### src/rtl/ascii_loader_if.sv
// ascii_loader_if
//   Byte-download bus between hps_io and ascii_loader.
//
//   Handshake: ioctl_wr is a one-cycle strobe qualified by ioctl_download;
//   ioctl_data is valid only in that cycle. There is no ready signal.
//   ioctl_wait is advisory backpressure: the producer must stop strobing
//   while it is high. The loader raises it early enough to absorb the
//   producer's one-cycle reaction lag. A strobe that still arrives on a
//   full FIFO is dropped and flagged.
//
//   Signals:
//     ioctl_download  high while an HPS transfer is active
//     ioctl_wr        write strobe
//     ioctl_data      downloaded byte
//     ioctl_wait      backpressure from loader to hps_io
interface ascii_loader_if;
    logic       ioctl_download;
    logic       ioctl_wr;
    logic [7:0] ioctl_data;
    logic       ioctl_wait;

    modport master (
        output ioctl_download,
        output ioctl_wr,
        output ioctl_data,
        input  ioctl_wait
    );

    modport slave (
        input  ioctl_download,
        input  ioctl_wr,
        input  ioctl_data,
        output ioctl_wait
    );
endinterface

### src/rtl/ascii_loader.sv
// ascii_loader
//   Buffers the "Load Ascii" byte stream from hps_io in a FIFO and replays
//   it as 8N1 serial on txd, for the UK101 ACIA receive line. Carriage
//   returns are followed by an optional idle gap so BASIC can digest each
//   line. Optional LF stripping happens at the FIFO write side.
//
//   Optional build macro: ASCII_UPCASE_EN maps a-z to A-Z at FIFO write.
//   LF filtering always looks at the raw byte, before the case map.
//
//   Ports:
//     clk        system clock
//     n_reset    asynchronous active-low reset
//     ioctl      download bus (slave side), see ascii_loader_if
//     baud_sel   0 = BAUD_FAST, 1 = BAUD_SLOW, sampled when a byte starts
//     txd        serial output, idle high
//     busy       FIFO non-empty or transmitter not idle
//     overflow   sticky: a byte was dropped on a full FIFO
//     fsm_state  current transmitter state, for observation
module ascii_loader #(
    parameter int CLK_HZ         = 50000000,
    parameter int DEPTH_LOG2     = 9,
    parameter int BAUD_FAST      = 9600,
    parameter int BAUD_SLOW      = 300,
    parameter int LINE_DELAY_CYC = 5000000,
    parameter int STRIP_LF       = 1
) (
    input  logic                clk,
    input  logic                n_reset,
    ascii_loader_if.slave       ioctl,
    input  logic                baud_sel,
    output logic                txd,
    output logic                busy,
    output logic                overflow,
    output logic [2:0]          fsm_state
);

    localparam int DEPTH = 1 << DEPTH_LOG2;

    // Rounded divisors, fixed at elaboration.
    localparam logic [31:0] DIV_FAST = 32'((CLK_HZ + BAUD_FAST / 2) / BAUD_FAST);
    localparam logic [31:0] DIV_SLOW = 32'((CLK_HZ + BAUD_SLOW / 2) / BAUD_SLOW);
    localparam logic [31:0] GAP_LAST = (LINE_DELAY_CYC > 0) ? 32'(LINE_DELAY_CYC - 1) : 32'd0;

    localparam logic [DEPTH_LOG2:0]   FULL_CNT = {1'b1, {DEPTH_LOG2{1'b0}}};
    localparam logic [DEPTH_LOG2:0]   CNT_ONE  = {{DEPTH_LOG2{1'b0}}, 1'b1};
    localparam logic [DEPTH_LOG2:0]   WAIT_CNT = FULL_CNT - {CNT_ONE[DEPTH_LOG2-1:0], 1'b0};
    localparam logic [DEPTH_LOG2-1:0] PTR_ONE  = {{(DEPTH_LOG2-1){1'b0}}, 1'b1};

    localparam logic [2:0] S_IDLE  = 3'd0;
    localparam logic [2:0] S_START = 3'd1;
    localparam logic [2:0] S_DATA  = 3'd2;
    localparam logic [2:0] S_STOP  = 3'd3;
    localparam logic [2:0] S_GAP   = 3'd4;

    logic [7:0]            mem [DEPTH];
    logic [DEPTH_LOG2-1:0] wr_ptr;
    logic [DEPTH_LOG2-1:0] rd_ptr;
    logic [DEPTH_LOG2:0]   count;
    logic                  download_q;
    logic                  wait_q;

    logic [7:0]            wr_byte;
    logic                  is_lf;
    logic                  wr_req;
    logic                  fifo_full;
    logic                  fifo_empty;
    logic                  do_write;
    logic                  do_pop;
    logic                  drop;

    logic [2:0]            state;
    logic [7:0]            data_q;
    logic [2:0]            bit_idx;
    logic [31:0]           timer;
    logic [31:0]           div_q;
    logic                  bit_done;
    logic                  frame_end;
    logic                  go_gap;
    logic                  gap_end;

    // Write-side byte filtering and optional case map.
    always_comb begin
        wr_byte = ioctl.ioctl_data;
`ifdef ASCII_UPCASE_EN
        if (ioctl.ioctl_data >= 8'h61 && ioctl.ioctl_data <= 8'h7A)
            wr_byte = ioctl.ioctl_data & 8'hDF;
`else
        wr_byte = ioctl.ioctl_data;
`endif
    end

    assign is_lf      = (STRIP_LF != 0) && (ioctl.ioctl_data == 8'h0A);
    assign wr_req     = ioctl.ioctl_wr && ioctl.ioctl_download && !is_lf;
    assign fifo_full  = (count == FULL_CNT);
    assign fifo_empty = (count == '0);

    assign bit_done  = (timer == div_q - 32'd1);
    assign frame_end = (state == S_STOP) && bit_done;
    assign go_gap    = frame_end && (data_q == 8'h0D) && (LINE_DELAY_CYC > 0);
    assign gap_end   = (state == S_GAP) && (timer == GAP_LAST);

    // Pop straight out of STOP/GAP as well as IDLE so consecutive frames
    // abut with no idle cycle between them.
    assign do_pop   = !fifo_empty &&
                      ((state == S_IDLE) || (frame_end && !go_gap) || gap_end);
    // A pop in the same cycle frees the slot, so a write at full still lands.
    assign do_write = wr_req && (!fifo_full || do_pop);
    assign drop     = wr_req && fifo_full && !do_pop;

    always_ff @(posedge clk) begin
        if (do_write)
            mem[wr_ptr] <= wr_byte;
    end

    always_ff @(posedge clk or negedge n_reset) begin
        if (!n_reset) begin
            wr_ptr     <= '0;
            rd_ptr     <= '0;
            count      <= '0;
            download_q <= 1'b0;
            wait_q     <= 1'b0;
            overflow   <= 1'b0;
        end else begin
            download_q <= ioctl.ioctl_download;
            // Registered from the current count; the two-entry margin
            // covers this lag plus the producer's reaction cycle.
            wait_q     <= (count >= WAIT_CNT);
            if (do_write)
                wr_ptr <= wr_ptr + PTR_ONE;
            if (do_pop)
                rd_ptr <= rd_ptr + PTR_ONE;
            case ({do_write, do_pop})
                2'b10:   count <= count + CNT_ONE;
                2'b01:   count <= count - CNT_ONE;
                default: count <= count;
            endcase
            if (drop)
                overflow <= 1'b1;
            else if (ioctl.ioctl_download && !download_q)
                overflow <= 1'b0;
        end
    end

    always_ff @(posedge clk or negedge n_reset) begin
        if (!n_reset) begin
            state   <= S_IDLE;
            txd     <= 1'b1;
            data_q  <= 8'h00;
            bit_idx <= 3'd0;
            timer   <= 32'd0;
            div_q   <= DIV_FAST;
        end else if (do_pop) begin
            data_q <= mem[rd_ptr];
            div_q  <= baud_sel ? DIV_SLOW : DIV_FAST;
            timer  <= 32'd0;
            txd    <= 1'b0;
            state  <= S_START;
        end else begin
            case (state)
                S_IDLE: begin
                    txd <= 1'b1;
                end
                S_START: begin
                    if (bit_done) begin
                        timer   <= 32'd0;
                        bit_idx <= 3'd0;
                        txd     <= data_q[0];
                        state   <= S_DATA;
                    end else begin
                        timer <= timer + 32'd1;
                    end
                end
                S_DATA: begin
                    if (bit_done) begin
                        timer <= 32'd0;
                        if (bit_idx == 3'd7) begin
                            txd   <= 1'b1;
                            state <= S_STOP;
                        end else begin
                            bit_idx <= bit_idx + 3'd1;
                            txd     <= data_q[bit_idx + 3'd1];
                        end
                    end else begin
                        timer <= timer + 32'd1;
                    end
                end
                S_STOP: begin
                    if (bit_done) begin
                        timer <= 32'd0;
                        state <= go_gap ? S_GAP : S_IDLE;
                    end else begin
                        timer <= timer + 32'd1;
                    end
                end
                S_GAP: begin
                    if (gap_end) begin
                        timer <= 32'd0;
                        state <= S_IDLE;
                    end else begin
                        timer <= timer + 32'd1;
                    end
                end
                default: begin
                    txd   <= 1'b1;
                    state <= S_IDLE;
                end
            endcase
        end
    end

    assign busy             = !fifo_empty || (state != S_IDLE);
    assign ioctl.ioctl_wait = wait_q;
    assign fsm_state        = state;

endmodule

### src/flat_wrapper.sv
// flat-port wrapper written by rule: the top's interface ports become plain ports
module ascii_loader_flat 
#(
    parameter int CLK_HZ         = 50000000,
    parameter int DEPTH_LOG2     = 9,
    parameter int BAUD_FAST      = 9600,
    parameter int BAUD_SLOW      = 300,
    parameter int LINE_DELAY_CYC = 5000000,
    parameter int STRIP_LF       = 1
)
  (clk, n_reset, baud_sel, txd, busy, overflow, fsm_state, ioctl_ioctl_download, ioctl_ioctl_wr, ioctl_ioctl_data, ioctl_ioctl_wait);
  ascii_loader_if ioctl_i ();
  input  logic clk;
  input  logic n_reset;
  input  logic baud_sel;
  output logic txd;
  output logic busy;
  output logic overflow;
  output logic [2:0] fsm_state;
  input wire logic [$bits(ioctl_i.ioctl_download)-1:0] ioctl_ioctl_download;
  input wire logic [$bits(ioctl_i.ioctl_wr)-1:0] ioctl_ioctl_wr;
  input wire logic [$bits(ioctl_i.ioctl_data)-1:0] ioctl_ioctl_data;
  output wire logic [$bits(ioctl_i.ioctl_wait)-1:0] ioctl_ioctl_wait;
  assign ioctl_i.ioctl_download = ioctl_ioctl_download;
  assign ioctl_i.ioctl_wr = ioctl_ioctl_wr;
  assign ioctl_i.ioctl_data = ioctl_ioctl_data;
  assign ioctl_ioctl_wait = ioctl_i.ioctl_wait;
  ascii_loader #(.CLK_HZ(CLK_HZ), .DEPTH_LOG2(DEPTH_LOG2), .BAUD_FAST(BAUD_FAST), .BAUD_SLOW(BAUD_SLOW), .LINE_DELAY_CYC(LINE_DELAY_CYC), .STRIP_LF(STRIP_LF)) u_core (.clk(clk), .n_reset(n_reset), .ioctl(ioctl_i), .baud_sel(baud_sel), .txd(txd), .busy(busy), .overflow(overflow), .fsm_state(fsm_state));
endmodule
### config.mk
export PLATFORM = sky130hd
export DESIGN_NAME = ascii_loader_flat
export DESIGN_NICKNAME = d
export VERILOG_FILES = /design/src/rtl/ascii_loader_if.sv /design/src/rtl/ascii_loader.sv /design/src/flat_wrapper.sv
export SDC_FILE = /design/constraint.sdc
export NUM_CORES = 2
export LEC_CHECK = 0
export CAP_MARGIN = 5
export CORE_MARGIN = 2
export CORE_UTILIZATION = 41
export CTS_CLUSTER_DIAMETER = 40
export DETAILED_ROUTE_END_ITERATION = 10
export MAX_ROUTING_LAYER = met4
export PLACE_DENSITY = 0.58
export SLEW_MARGIN = 20
export SYNTH_ARGS = -nofsm -noshare
export SYNTH_HDL_FRONTEND = slang
export SYNTH_SLANG_ARGS = --single-unit
export TNS_END_PERCENT = 50
### constraint.sdc
create_clock -name clk -period 9.19 [get_ports clk]
set_input_delay 1.838 -clock clk [delete_from_list [all_inputs] [get_ports clk]]
set_output_delay 1.838 -clock clk [all_outputs]
set_load 0.005 [all_outputs]
# --- Word-level counts from Yosys, hierarchy flattened ---
# Memory sizes are Yosys's and may differ from the RTL's. A register that Yosys moved wholly into a read port is not among the register bits.
# Index checks and enable logic that the tools add are counted.
word_totals:
  ff_bits: 102
  ram_bits: 4096
  input_bits: 13
  out_inout_bits: 7
  mem_count: 1
classes:
  n_addsub: 7
  n_lt_le_gt_ge: 2
  n_eq_ne: 22
  mux: 29
  bitwise_logic: 1
  n_reduce_logical: 34
mem_list:
  columns: ["name", "depth", "width", "rd", "rd_ports_with_merged_regs", "wr", "line_no", "rtl"]
  rows:
  - ["u_core.mem", 512, 8, 1, 1, 1, "ascii_loader.sv:55", "logic [7:0] mem [DEPTH];"]
op_table:
  columns: ["cell", "count"]
  rows:
  - ["32-bit two-way mux", 3]
  - ["32-bit case mux with 2 select lines", 1]
  - ["32-bit by 1-bit adder with 32-bit output (second input constant)", 1]
  - ["32-bit by 23-bit == test with 1-bit output (second input constant)", 1]
  - ["32-bit == test", 1]
  - ["32-bit by 1-bit subtractor with 32-bit output (second input constant)", 1]
  - ["3-bit two-way mux", 10]
  - ["10-bit case mux with 2 select lines", 1]
  - ["9-bit by 1-bit adder with 9-bit output (second input constant)", 2]
  - ["18-bit two-way mux", 1]
  - ["8-bit by 4-bit == test with 1-bit output (second input constant)", 2]
  - ["3-bit by 1-bit != test with 1-bit output (second input constant)", 5]
  - ["3-bit case mux with 5 select lines", 1]
  - ["1-bit logical AND", 11]
  - ["10-bit by 1-bit adder with 10-bit output (second input constant)", 1]
  - ["10-bit == test (second input constant)", 1]
  - ["10-bit by 9-bit >= comparator with 1-bit output (second input constant)", 1]
  - ["10-bit logical NOT", 1]
  - ["10-bit by 1-bit subtractor with 10-bit output (second input constant)", 1]
  - ["1-bit two-way mux", 9]
  - ["2-bit by 1-bit != test with 1-bit output (second input constant)", 4]
  - ["1-bit logical NOT", 7]
  - ["3-bit by 2-bit == test with 1-bit output (second input constant)", 2]
  - ["3-bit == test (second input constant)", 2]
  - ["19 further kinds", 25]

# --- Logic depth before layout (Yosys ltp) ---
depth:
  depth_word: 13
  mapped_depth: 18
  ltp_nobuf: 17

# --- Least setup slack after synthesis ---
# No wires, ideal clock.
synth_timing:
  path_kind: "input to register"
  from: "input ioctl_ioctl_data[0]"
  to: "register u_core.count[9]"
  setup_time_ns: 0.131
  t_arrival_ns: 4.215
  slack_ns: 4.844
  path_stages: 14
  path_buffers: 0
  path_cell_list: "nor4bb_1 nand2_1 nand3_1 nand2_1 inv_1 ha_1 a21o_1 a21oi_1 o21ai_0 a2111oi_0 o41ai_1 nand3b_1 o21ai_0 xor2_1"
synth_between:
  elab_chain_len: 6
  word_cells_on_any_way: 8
synth_rtl:
  columns: ["element", "line_no", "rtl"]
  rows:
  - ["from (decl)", "flat_wrapper.sv:22", "input wire logic [$bits(ioctl_i.ioctl_data)-1:0] ioctl_ioctl_data;"]
  - ["8-bit by 4-bit == test with 1-bit output *", "ascii_loader.sv:92", "assign is_lf = (STRIP_LF != 0) && (ioctl.ioctl_data == 8'h0A);"]
  - ["1-bit logical NOT *", "ascii_loader.sv:93", "assign wr_req = ioctl.ioctl_wr && ioctl.ioctl_download && !is_lf;"]
  - ["1-bit logical AND *", "ascii_loader.sv:93", null]
  - ["1-bit logical AND *", "ascii_loader.sv:107", "assign do_write = wr_req && (!fifo_full || do_pop);"]
  - ["2-bit by 1-bit == test with 1-bit output / 2-bit == test (equally long branches)", "ascii_loader.sv:132", "case ({do_write, do_pop})"]
  - ["10-bit case mux with 2 select lines / 2-bit nonzero test (equally long branches)", null, null]
  - ["to (signal assigned)", "ascii_loader.sv:133", "2'b10: count <= count + CNT_ONE;"]
  - ["to (signal assigned)", "ascii_loader.sv:134", "2'b01: count <= count - CNT_ONE;"]
  - ["to (signal assigned)", "ascii_loader.sv:135", "default: count <= count;"]
  - ["to (decl)", "ascii_loader.sv:58", "logic [DEPTH_LOG2:0] count;"]
# Mark *: on every way between the ends. The rest lies on a longest branch, timed or not.
# A chain may end at the register's enable or synchronous reset.

==> flow_summary.toml <==
[global_route]
antenna_violations_before_repair = 43
grt-ovfl-total = 0
first_pass_grt_wire_length_um = 702000
maximum_number_of_pins_on_one_net_before_global_route_repair = 168
vias_in_the_first_global_route = 84900
track_usage_pct = 25.36

[synthesis]
post_synth_instance_area_um2 = 163400
synth_edf_count = 4096
synth-main-ff-cell = "sky130_fd_sc_hd__edfxtp_1"
synthesis.area_per_instance_um2 = 20.32
yosys_warnings = 0
synth.top_cell.area_share_pct = 75.28
synthesis.instances = 8040
synth.lib_cells_used.distinct = 82
ys_ff_latch = 4176
seq_area_frac_synth_pct = 76.51
post-synth-top-area-cell = "sky130_fd_sc_hd__edfxtp_1"
synth-async-reset-ratio_pct = 1.916
syn_nets = 8070
yosys-top-cells-area = "sky130_fd_sc_hd__edfxtp_1 (75%), sky130_fd_sc_hd__mux4_2 (13%), sky130_fd_sc_hd__mux2i_1 (2.2%), sky130_fd_sc_hd__nor2_1 (1.4%), sky130_fd_sc_hd__dfrtp_1 (1.2%)"

[sta]
slew_headroom_pct = 5.770
final_critical_period_ps = 6002
fin_setup_tns_ps = 0
worst_clock_skew_ps = 57.83
unrepaired_setup_endpoints_after_global_routing = "false"
maxSlewViolCount = 0
final.period_utilization_pct = 65.31
final_setup_violating_endpoints = 0
timing.final.hold_violations = 0
worstMarginPinSlew_ps = 1413
clock.fmax_mhz = 166.6

[place]
detailed_place_hpwl_um = 304100
gp_routability_congestion = 0.9125
io_buffers = 19

[floorplan]
core_region_area_um2 = 396300
fp.dieArea_um2 = 403600
io-pin-count = 20
floorplan.initialDensity_pct = 41.23
rows = 231
die_span_in_x_um = 635.3
fp.dieH_um = 635.3

[critical_path]
critical_path.endpoint_type = "flop"
arrival_ps = 6870
cp_max_fo = 43
crit_required_ps = 10060
criticalPathCategory = "reg -> reg"
critical_path.startpoint_type = "flop"

[routing]
post_drt_wl_per_cell_um = 36.18
drc_errors_left = 0
final_antenna_net_count = 0
detailedRoute.firstPassIterationCount = 7
drt_iter0_drc = 14520
viasPerCell = 6.261
drt_wl_total_um = 506300
total_number_of_vias = 87600

[clock_network]
cell_at_the_root_of_the_clock_tree = "sky130_fd_sc_hd__clkbuf_16"
cts_num_sinks = 4176
cts.repair_timing.setup_buffer_count = 0
clock_tree_from_tritoncts = "done"
clockBufferDepth = 4
clk_latency_ps = 1060
number_of_buffers_inserted_during_clock_tree_synthesis = 531
holdBufCountCts = 0
clock_slew_at_reported_path_ffs_ps = 60
postCtsResizedCells = 0
clock_tree.htree_level_count = 6

[cells_and_area]
syn_to_final_growth_pct = 15.03
drive_above_1_share_pct = 24.19
regArea_um2 = 125000
filler_cell_count = 32010
multi_input_area_um2 = 36060
most_used_cells_in_the_layout_excluding_fill_and_tap_cells = "sky130_fd_sc_hd__edfxtp_1 (4096), sky130_fd_sc_hd__mux4_2 (910), sky130_fd_sc_hd__nor2_1 (601)"
commonest_non_fill_non_tap_cell_in_the_layout = "sky130_fd_sc_hd__edfxtp_1"
finalCoreUtilization_pct = 47.43
final_net_count = 8328

[pwr]
leakagePower_nw = 58.87
irDropWorstVdd_mv = 0.2037
power-per-cell-area_nw_per_um2 = 294.5

[run_status]
run_status = "finished, final reports clean"

[worst_hold_path]
worst_hold_path_type = "reg -> reg"

[job]
maxCapViolations = 0
[cell usage after synthesis, drive strengths merged, types with 6 or more instances]
cell,instances
o21ai,145
clkbuf,216
a22o,19
nand2,218
nand4,22
or4,7
o22ai,74
and3,29
xnor2,18
o211ai,21
or2,8
nor2b,30
buf,285
nor4,23
ha,16
a221o,12
a21oi,167
mux2i,355
a21o,6
or3,26
nand3,73
o311ai,6
o2111ai,11
nor3,47
a221oi,64
dfrtp,78
nand3b,7
a22oi,131
and2,12
a2111oi,15
and3b,6
inv,26
nor2,611
mux4,910
nor3b,6
o31ai,13
a31oi,25
o41ai,10
xor2,8
a311oi,9
edfxtp,4096
o221ai,45
mux2,37
nand2b,12
a211oi,31
[critical path: stages (launching register included)]
cell and delay [ps]:
sky130_fd_sc_hd__dfrtp_4 880, sky130_fd_sc_hd__buf_4 670, sky130_fd_sc_hd__buf_4 670, sky130_fd_sc_hd__mux4_2 470, sky130_fd_sc_hd__a221oi_1 290, sky130_fd_sc_hd__o21ai_0 170, sky130_fd_sc_hd__nor2_1 690, sky130_fd_sc_hd__o221ai_1 600
sky130_fd_sc_hd__a311oi_1 1120, sky130_fd_sc_hd__o31ai_1 160
[worst paths after layout]
check,startpoint,endpoint,slack [ps],cells past startpoint
setup / recovery,u_core.rd_ptr[1],u_core.data_q[0],3190,9
hold / removal,u_core.download_q,u_core.overflow,480,2
setup reg to reg,u_core.rd_ptr[1],u_core.data_q[0],3190,9
hold reg to reg,u_core.download_q,u_core.overflow,480,2
max in group asynchronous,n_reset,u_core.rd_ptr[0],7250,2
min in group asynchronous,n_reset,u_core.ioctl.ioctl_wait,750,1
[kinds of logic after synthesis]
kind of cell | Yosys count | share of synthesized area, %
flops | 4176 | 76.51
mux | 1302 | 14.97
simple gates | 1145 | 3.116
compound gates | 844 | 3.527
buf+inv | 530 | 1.600
xor+xnor | 26 | 0.1394
fa+ha+maj | 17 | 0.1348
[through the flow]
step                cell area, µm²  std cells  worst slack, ps  hold WS, ps  total power, mW
floorplan                   163400       8040             4844        441.8            29.68
global placement            169800      13010             1836        465.2            34.49
detailed placement          169800      13010             2333        476.3            34.53
CTS                         187900      13970             3313        487.1            55.46
global route                187900      13990             3105        512.5            56.75
finish                      187900      13990             3188        476.2            55.34
[where the power goes]
part | internal (mW) | switching, mW | leakage [nW]
Sequential | 21.0 | 0.262 | 37.8
Clock | 12.4 | 8.67 | 8.68
Combinational | 5.02 | 7.92 | 12.4
Total | 38.5 | 16.8 | 58.9
[sequential cells by signal, indices dropped and copies added, names as in the netlist]
register and count:
u_core.div_q 2, u_core.mem 4096, u_core.bit_idx 3, u_core.fsm_state 3, u_core.download_q 1, u_core.count 10, u_core.overflow 1, u_core.timer 32
u_core.data_q 8, u_core.rd_ptr 9, u_core.txd 1, u_core.ioctl.ioctl_wait 1, u_core.wr_ptr 9
[cell type report]
class | count | share of cell area, %
Sequential cell | 4176 | 66.52
Timing Repair Buffer | 226 | 1.114
Inverter | 29 | 0.06591
Antenna cell | 19 | 0.02530
Clock buffer | 584 | 7.289
Tap cell | 5242 | 3.490
Clock inverter | 383 | 2.304
Multi-Input combinational cell | 3334 | 19.19
[per-layer routing]
metal  global-route usage, %  part of all wire, %  up-vias
met4                   7.964                  3.4        0
met3                   5.249                   11      858
met2                   37.67                   46     6188
met5                       -                    0        -
li1                        -                    -    34060
met1                   35.32                   40    46500
No activity file was read; power rests on OpenSTA's default activity.
